**src/rtl/pipeline_hazard_ctrl.sv**
```systemverilog
// -----------------------------------------------------------------------------
// pipeline_hazard_ctrl
//
// Central stall/flush sequencer for the 5-stage pipeline. It sits beside the
// ID/EX register, looks at the register indices of the instruction in ID and
// at the status of EX/MEM, and drives the hold/clear controls of the PC,
// IF/ID, ID/EX and EX/MEM registers.
//
// Hazards handled (priority order while running normally):
//   1. data-memory wait   : freeze the whole front end and EX/MEM
//   2. taken branch in EX : redirect PC, squash IF/ID and ID/EX
//   3. mul/div in EX      : launch the MDU, freeze the front end, bubble EX/MEM
//   4. load-use           : one-cycle front-end hold with a bubble into ID/EX
//
// Handshake note: mdu_start is a single-cycle launch pulse. The MDU answers
// with mdu_done, which is only looked at while waiting in MDU_BUSY. The data
// memory completes an access in the cycle where mem_req && mem_ready.
//
// Ports
//   clk, rst           : rising-edge clock, asynchronous active-low reset
//   id_rs1/id_rs2      : source indices of the ID instruction
//   id_uses_rs1/rs2    : ID instruction actually reads that source
//   ex_rd, ex_MemRead  : destination / is-load of the EX instruction
//   ex_is_muldiv       : EX instruction needs the MDU
//   branch_taken       : EX resolved a taken branch/jump this cycle
//   mem_req, mem_ready : MEM stage access request / completion
//   mdu_done           : MDU result valid this cycle
//   pc_stall .. mdu_start : pipeline controls, combinational, 0 in reset
//   mdu_error          : sticky MDU timeout flag
//   stall_cycles       : saturating count of cycles with pc_stall=1
//   flush_events       : saturating count of branch flushes
// -----------------------------------------------------------------------------
module pipeline_hazard_ctrl #(
    parameter int unsigned MDU_TIMEOUT = 64,
    parameter int unsigned CNT_W       = 32
) (
    input  logic             clk,
    input  logic             rst,
    input  logic [4:0]       id_rs1,
    input  logic [4:0]       id_rs2,
    input  logic             id_uses_rs1,
    input  logic             id_uses_rs2,
    input  logic [4:0]       ex_rd,
    input  logic             ex_MemRead,
    input  logic             ex_is_muldiv,
    input  logic             branch_taken,
    input  logic             mem_req,
    input  logic             mem_ready,
    input  logic             mdu_done,
    output logic             pc_stall,
    output logic             ifid_stall,
    output logic             ifid_flush,
    output logic             idex_stall,
    output logic             idex_flush,
    output logic             exmem_stall,
    output logic             exmem_bubble,
    output logic             pc_redirect,
    output logic             mdu_start,
    output logic             mdu_error,
    output logic [CNT_W-1:0] stall_cycles,
    output logic [CNT_W-1:0] flush_events
);

    // Timeout counter only has to reach MDU_TIMEOUT-1.
    localparam int unsigned    TO_W    = (MDU_TIMEOUT > 2) ? $clog2(MDU_TIMEOUT) : 1;
    localparam logic [TO_W-1:0] TO_LAST = TO_W'(MDU_TIMEOUT - 1);
    localparam logic [CNT_W-1:0] CNT_MAX = {CNT_W{1'b1}};

    typedef enum logic [1:0] {
        ST_RUN      = 2'd0,
        ST_MDU_BUSY = 2'd1,
        ST_MEM_HOLD = 2'd2
    } state_e;

    // ------------------------------------------------------------------
    // State
    // ------------------------------------------------------------------
    state_e           state_q, state_d;
    logic [TO_W-1:0]  to_cnt_q, to_cnt_d;
    logic             mdu_error_q, mdu_error_d;
    logic [CNT_W-1:0] stall_cnt_q, stall_cnt_d;
    logic [CNT_W-1:0] flush_cnt_q, flush_cnt_d;

    // ------------------------------------------------------------------
    // Hazard detection
    // ------------------------------------------------------------------
    logic load_use;
    logic mem_wait;

    always_comb begin
        // x0 is hard-wired to zero, so a load "into" x0 never creates a hazard.
        load_use = ex_MemRead && (ex_rd != 5'd0) &&
                   ((id_uses_rs1 && (id_rs1 == ex_rd)) ||
                    (id_uses_rs2 && (id_rs2 == ex_rd)));
        // A request that is answered in the same cycle costs nothing.
        mem_wait = mem_req && !mem_ready;
    end

    // ------------------------------------------------------------------
    // Control decode and next-state logic
    // ------------------------------------------------------------------
    logic c_pc_stall;
    logic c_ifid_stall;
    logic c_ifid_flush;
    logic c_idex_stall;
    logic c_idex_flush;
    logic c_exmem_stall;
    logic c_exmem_bubble;
    logic c_pc_redirect;
    logic c_mdu_start;
    logic flush_evt;

    always_comb begin
        c_pc_stall     = 1'b0;
        c_ifid_stall   = 1'b0;
        c_ifid_flush   = 1'b0;
        c_idex_stall   = 1'b0;
        c_idex_flush   = 1'b0;
        c_exmem_stall  = 1'b0;
        c_exmem_bubble = 1'b0;
        c_pc_redirect  = 1'b0;
        c_mdu_start    = 1'b0;
        flush_evt      = 1'b0;
        state_d        = state_q;
        to_cnt_d       = to_cnt_q;
        mdu_error_d    = mdu_error_q;

        case (state_q)
            ST_RUN: begin
                if (mem_wait) begin
                    c_pc_stall    = 1'b1;
                    c_ifid_stall  = 1'b1;
                    c_idex_stall  = 1'b1;
                    c_exmem_stall = 1'b1;
                    state_d       = ST_MEM_HOLD;
                end else if (branch_taken) begin
                    // The wrong-path instructions in IF/ID and ID/EX are
                    // discarded, which also resolves any pending load-use or
                    // mul/div hazard caused by them.
                    c_pc_redirect = 1'b1;
                    c_ifid_flush  = 1'b1;
                    c_idex_flush  = 1'b1;
                    flush_evt     = 1'b1;
                end else if (ex_is_muldiv) begin
                    c_mdu_start    = 1'b1;
                    c_pc_stall     = 1'b1;
                    c_ifid_stall   = 1'b1;
                    c_idex_stall   = 1'b1;
                    c_exmem_bubble = 1'b1;
                    to_cnt_d       = '0;
                    state_d        = ST_MDU_BUSY;
                end else if (load_use) begin
                    // One bubble is enough: next cycle the load sits in MEM
                    // and the forwarding network covers the dependency.
                    c_pc_stall   = 1'b1;
                    c_ifid_stall = 1'b1;
                    c_idex_flush = 1'b1;
                end
            end

            ST_MDU_BUSY: begin
                // branch_taken cannot happen here: EX holds the MDU op.
                if (mdu_done) begin
                    // Release everything so EX/MEM captures the result.
                    state_d = ST_RUN;
                end else begin
                    c_pc_stall     = 1'b1;
                    c_ifid_stall   = 1'b1;
                    c_idex_stall   = 1'b1;
                    c_exmem_bubble = 1'b1;
                    if (to_cnt_q == TO_LAST) begin
                        mdu_error_d = 1'b1;
                        state_d     = ST_RUN;
                    end else begin
                        to_cnt_d = to_cnt_q + 1'b1;
                    end
                end
            end

            ST_MEM_HOLD: begin
                // Only mem_ready matters while the memory access is pending.
                if (mem_ready) begin
                    state_d = ST_RUN;
                end else begin
                    c_pc_stall    = 1'b1;
                    c_ifid_stall  = 1'b1;
                    c_idex_stall  = 1'b1;
                    c_exmem_stall = 1'b1;
                end
            end

            default: begin
                state_d = ST_RUN;
            end
        endcase
    end

    // ------------------------------------------------------------------
    // Outputs: forced low while reset is asserted, independent of inputs.
    // ------------------------------------------------------------------
    assign pc_stall     = rst & c_pc_stall;
    assign ifid_stall   = rst & c_ifid_stall;
    assign ifid_flush   = rst & c_ifid_flush;
    assign idex_stall   = rst & c_idex_stall;
    assign idex_flush   = rst & c_idex_flush;
    assign exmem_stall  = rst & c_exmem_stall;
    assign exmem_bubble = rst & c_exmem_bubble;
    assign pc_redirect  = rst & c_pc_redirect;
    assign mdu_start    = rst & c_mdu_start;
    assign mdu_error    = mdu_error_q;
    assign stall_cycles = stall_cnt_q;
    assign flush_events = flush_cnt_q;

    // ------------------------------------------------------------------
    // Saturating performance counters
    // ------------------------------------------------------------------
    always_comb begin
        stall_cnt_d = stall_cnt_q;
        flush_cnt_d = flush_cnt_q;
        if (c_pc_stall && (stall_cnt_q != CNT_MAX)) begin
            stall_cnt_d = stall_cnt_q + 1'b1;
        end
        if (flush_evt && (flush_cnt_q != CNT_MAX)) begin
            flush_cnt_d = flush_cnt_q + 1'b1;
        end
    end

    // ------------------------------------------------------------------
    // Registers
    // ------------------------------------------------------------------
    always_ff @(posedge clk or negedge rst) begin
        if (!rst) begin
            state_q     <= ST_RUN;
            to_cnt_q    <= '0;
            mdu_error_q <= 1'b0;
            stall_cnt_q <= '0;
            flush_cnt_q <= '0;
        end else begin
            state_q     <= state_d;
            to_cnt_q    <= to_cnt_d;
            mdu_error_q <= mdu_error_d;
            stall_cnt_q <= stall_cnt_d;
            flush_cnt_q <= flush_cnt_d;
        end
    end

endmodule

```
**config.mk**
```make
export PLATFORM = sky130hd
export DESIGN_NAME = pipeline_hazard_ctrl
export DESIGN_NICKNAME = d
export VERILOG_FILES = /design/src/rtl/pipeline_hazard_ctrl.sv
export SDC_FILE = /design/constraint.sdc
export NUM_CORES = 1
export LEC_CHECK = 0
export CAP_MARGIN = 20
export CORE_ASPECT_RATIO = 1.1
export CORE_MARGIN = 3
export CORE_UTILIZATION = 38
export DETAILED_ROUTE_END_ITERATION = 16
export PLACE_DENSITY_LB_ADDON = 0.2
export REMOVE_ABC_BUFFERS = 1
export SYNTH_ARGS = -nofsm -noshare
export SYNTH_HDL_FRONTEND = slang
export SYNTH_SLANG_ARGS = --single-unit
```
**constraint.sdc**
```tcl
create_clock -name clk -period 4.6 [get_ports clk]
set_input_delay 1.38 -clock clk [delete_from_list [all_inputs] [get_ports clk]]
set_output_delay 1.38 -clock clk [all_outputs]
set_load 0.005 [all_outputs]
```
==> run summary <==
## Finish
• commonest non-fill, non-tap cell in the layout: clkdlybuf4s50_1
• area growth from synthesis to final layout: 38.70%
• total number of nets in the final design: 484
• most frequent cells in the layout: clkdlybuf4s50_1, dfrtp_1, xnor2_1
• Post-Layout Inst Area: 4982 µm²
• antenna diode instance count: 0
• fill cell count: 796
• share of post-route cells with drive strength above 1: 0.1106

## Power
• part of the total power dissipated in sequential elements: 0.487
• Gate power share: 0.197
• internal power: 1.165 mW
• switching fraction of total power: 0.2696
• portion of total power attributed to the clock network: 0.316
• Worst VDD drop: 0.0002322 V
• Pleak: 2.182 nW
• power spent charging and discharging nets: 429.9 µW
• Overall Power: 1.595 mW
• total power density per cell area: 320.1 nW/µm²

## Placed design
• weighted congestion at the end of routability-driven global placement: 0.7493
• dpl hpwl: 5932 µm
• placed instance area: 4771 µm²
• count of input and output buffers: 98
• worst setup slack before clock tree synthesis: -0.3717 ns

## STA
• Hold Violations, Final: 0
• Max-slew headroom: 0.6522
• worst slew pin tran: 0.5217 ns
• Final min period: 4.496 ns
• Finish-stage setup viols: 0
• Highest Clock Rate: 0.2224 GHz
• clock skew after layout: 0.02139 ns
• number of pins with negative max-slew slack in the final report: 0
• PnR worst setup slack: 0.1037 ns
• setup repair after global routing missed its margin: no
• fin crit share: 0.9775

## Route
• detailed router's first-iteration violation count: 71
• number of vias per cell after detailed routing: 4.991
• wirelength, routed: 8023 µm
• residual antenna-violating net count after detailed routing: 0
• Routed wire per std cell: 13.95 µm
• first-pass iteration count of the detailed router: 4
• routed via count: 2870
• number of DRC violations after detailed routing: 0

## Worst setup path
• worst path required time: 3.22 ns
• endpoint type of the worst setup path: primary output
• path type of the worst setup path: in2out
• combined buffer and inverter count along the critical path: 2
• slowest cell delay on critical path: 0.42 ns
• arrival time at the worst endpoint: 3.12 ns
• cell with the largest stage delay on the worst path: clkdlybuf4s50_1
• crit path cell chain: clkdlybuf4s50_1 -> or2_2 -> and2_4 -> a211o_2 -> o21ba_4 -> and2b_2 -> clkbuf_2
• critical path depth: 7
• number of cells traversed by the worst register-to-register path: 8
• sort of element at the start of the critical path: input port
• Max FO, Critical Path: 2
• CP delay by family, top: simple AND/OR/NAND/NOR gates

## Synthesis
• Ys Warns: 0
• proportion of register bits with asynchronous set or reset after synthesis: 1.000
• Cells after Synth: 340
• predominant post-synthesis flop cell: dfrtp_1
• cell area after synthesis: 3592 µm²
• syn avg cell area: 10.57 µm²
• sequential share of the synthesized area: 0.5085
• number of distinct library cells after synthesis: 45
• flops & latches, synth: 73
• Post-synth EDFFs: 0

## Worst hold path
• class of the tightest hold or removal check: reg2reg
• hold path cells: 1

## Clock network
• total number of clock tree sinks: 73
• clock buffer depth: 2
• CTS tree: built
• maximum level of the CTS H-tree: 3
• clock latency at the later pin of the worst-skew pair: 0.34 ns
• clock slew at reported path FFs: 0.07 ns
• clock root buffer master: clkbuf_8
• number of buffers inserted during clock tree synthesis: 9

## Floorplanning
• die boundary width: 98.70 µm
• area of the die: 10660 µm²
• initial standard-cell utilization of the core: 0.3968
• DIE HEIGHT: 108.0 µm
• cell row count: 36
• I/O pin count: 99
• area of the core region: 9054 µm²

## Global route
• remaining global-route overflow: 0
• wire length of the first global-routing pass: 13680 µm
• overall fraction of global-route tracks in use: 0.1565
• pin count of the biggest net entering global routing: 39
• via count of the first global-routing pass: 2801
• number of antenna violations at the first check in global routing: 0

## Outcome
• result of the run: complete, no violations

## Run
• number of max-cap violations: 0

-- worst register-to-register path, cell delays in order, from the launching register on --
cell and delay [ns]:
dfrtp_1 0.45, nor3_1 0.27, o211ai_1 0.15, o21ba_4 0.24, buf_4 0.12, buf_4 0.14, or4_4 0.56, or2_1 0.24
xnor2_1 0.12
-- path summary, 6_finish.rpt --
| kind | start | end | slack [ns] |
|---|---|---|---|
| max in group asynchronous | rst | to_cnt_q[3] | 3.08 |
| setup reg to reg | state_q[1] | stall_cycles[26] | 2.18 |
| min in group asynchronous | rst | state_q[1] | 0.84 |
| hold / removal | mdu_error | mdu_error | 0.48 |
| setup / recovery | mem_req | pc_stall | 0.10 |
| hold reg to reg | mdu_error | mdu_error | 0.48 |
-- sequential cells by signal, indices dropped and copies added (netlist names) --
register	flops
flush_events	32
stall_cycles	32
to_cnt_q	6
state_q	2
mdu_error	1
-- layer usage --
layer,share of wire,up-vias,GRT usage
met5,0,-,0
met4,0.0046,0,0.03512
met3,0.057,2,0.04387
met2,0.46,76,0.2386
met1,0.47,1386,0.2232
li1,-,1406,-
-- per-stage QoR --
stage | std cells | TNS [ns] | hold WS [ns] | util
after global placement | 558 | -0.8323 | 0.4639 | 0.5269
after detailed placement | 558 | -1.061 | 0.4723 | 0.5269
after floorplan | 332 | 0 | 0.4602 | -
final | 575 | 0 | 0.4825 | 0.5503
after global routing | 575 | 0 | 0.5071 | 0.5503
after CTS | 575 | 0 | 0.4849 | 0.5504
-- Yosys cell counts (all sizes together), types with 2 or more instances --
library cell  count  area (µm²)
a211oi            2       20.02
a21oi             2       10.01
and2              9       57.56
and3             23       143.9
and4              5       45.04
buf               5       36.28
clkbuf            3       11.26
dfrtp            73        1827
ha                3       37.54
inv               5       18.77
nand2            37       138.9
nand2b            3       18.77
nand3            19       95.09
nand4            20       125.1
nor2             20       75.07
nor3             10       50.05
nor3b             4       35.03
nor4              3       33.78
o21ai             4       23.77
or2               2       12.52
or4               2       20.02
xnor2            51       446.7
xor2             24       210.2
-- final cells by class --
cell class,instances,area (µm²),area share
sequential,73,1827,0.3666
tap,114,142.6,0.02863
inverter,5,18.77,0.003767
clock inverter,5,55.05,0.01105
timing repair buffer,113,1076,0.2160
multi-input combinational,254,1722,0.3456
clock buffer,11,141.4,0.02838
-- cell families (layout without fill, tap and decap cells) --
kind of cell    after synthesis  in the layout  synth area share
compound gates               14             14           0.02996
flops                        73             73            0.5085
buf+inv                      13            134           0.01846
fa+ha+maj                     3              3           0.01045
simple gates                160            160            0.2438
xor+xnor                     75             75            0.1829
mux                           2              2          0.005921
-- power by group through the flow --
stage,Combinational (mW),Clock (mW),Sequential [mW]
2_1_floorplan,0.117,0,0.780
3_3_place_gp,0.309,0,0.786
3_5_place_dp,0.317,0,0.787
4_1_cts,0.321,0.518,0.776
5_1_grt,0.351,0.544,0.790
6_report,0.315,0.503,0.777
-- timing repair --
action                                  in CTS  in global routing
hold buffers                                 0                  0
setup buffers                                1                  0
resized for setup                           14                  4
pin swaps                                    6                  2
endpoints found under the setup margin       3                  4
Note: power is estimated with default switching activity, not from simulation.
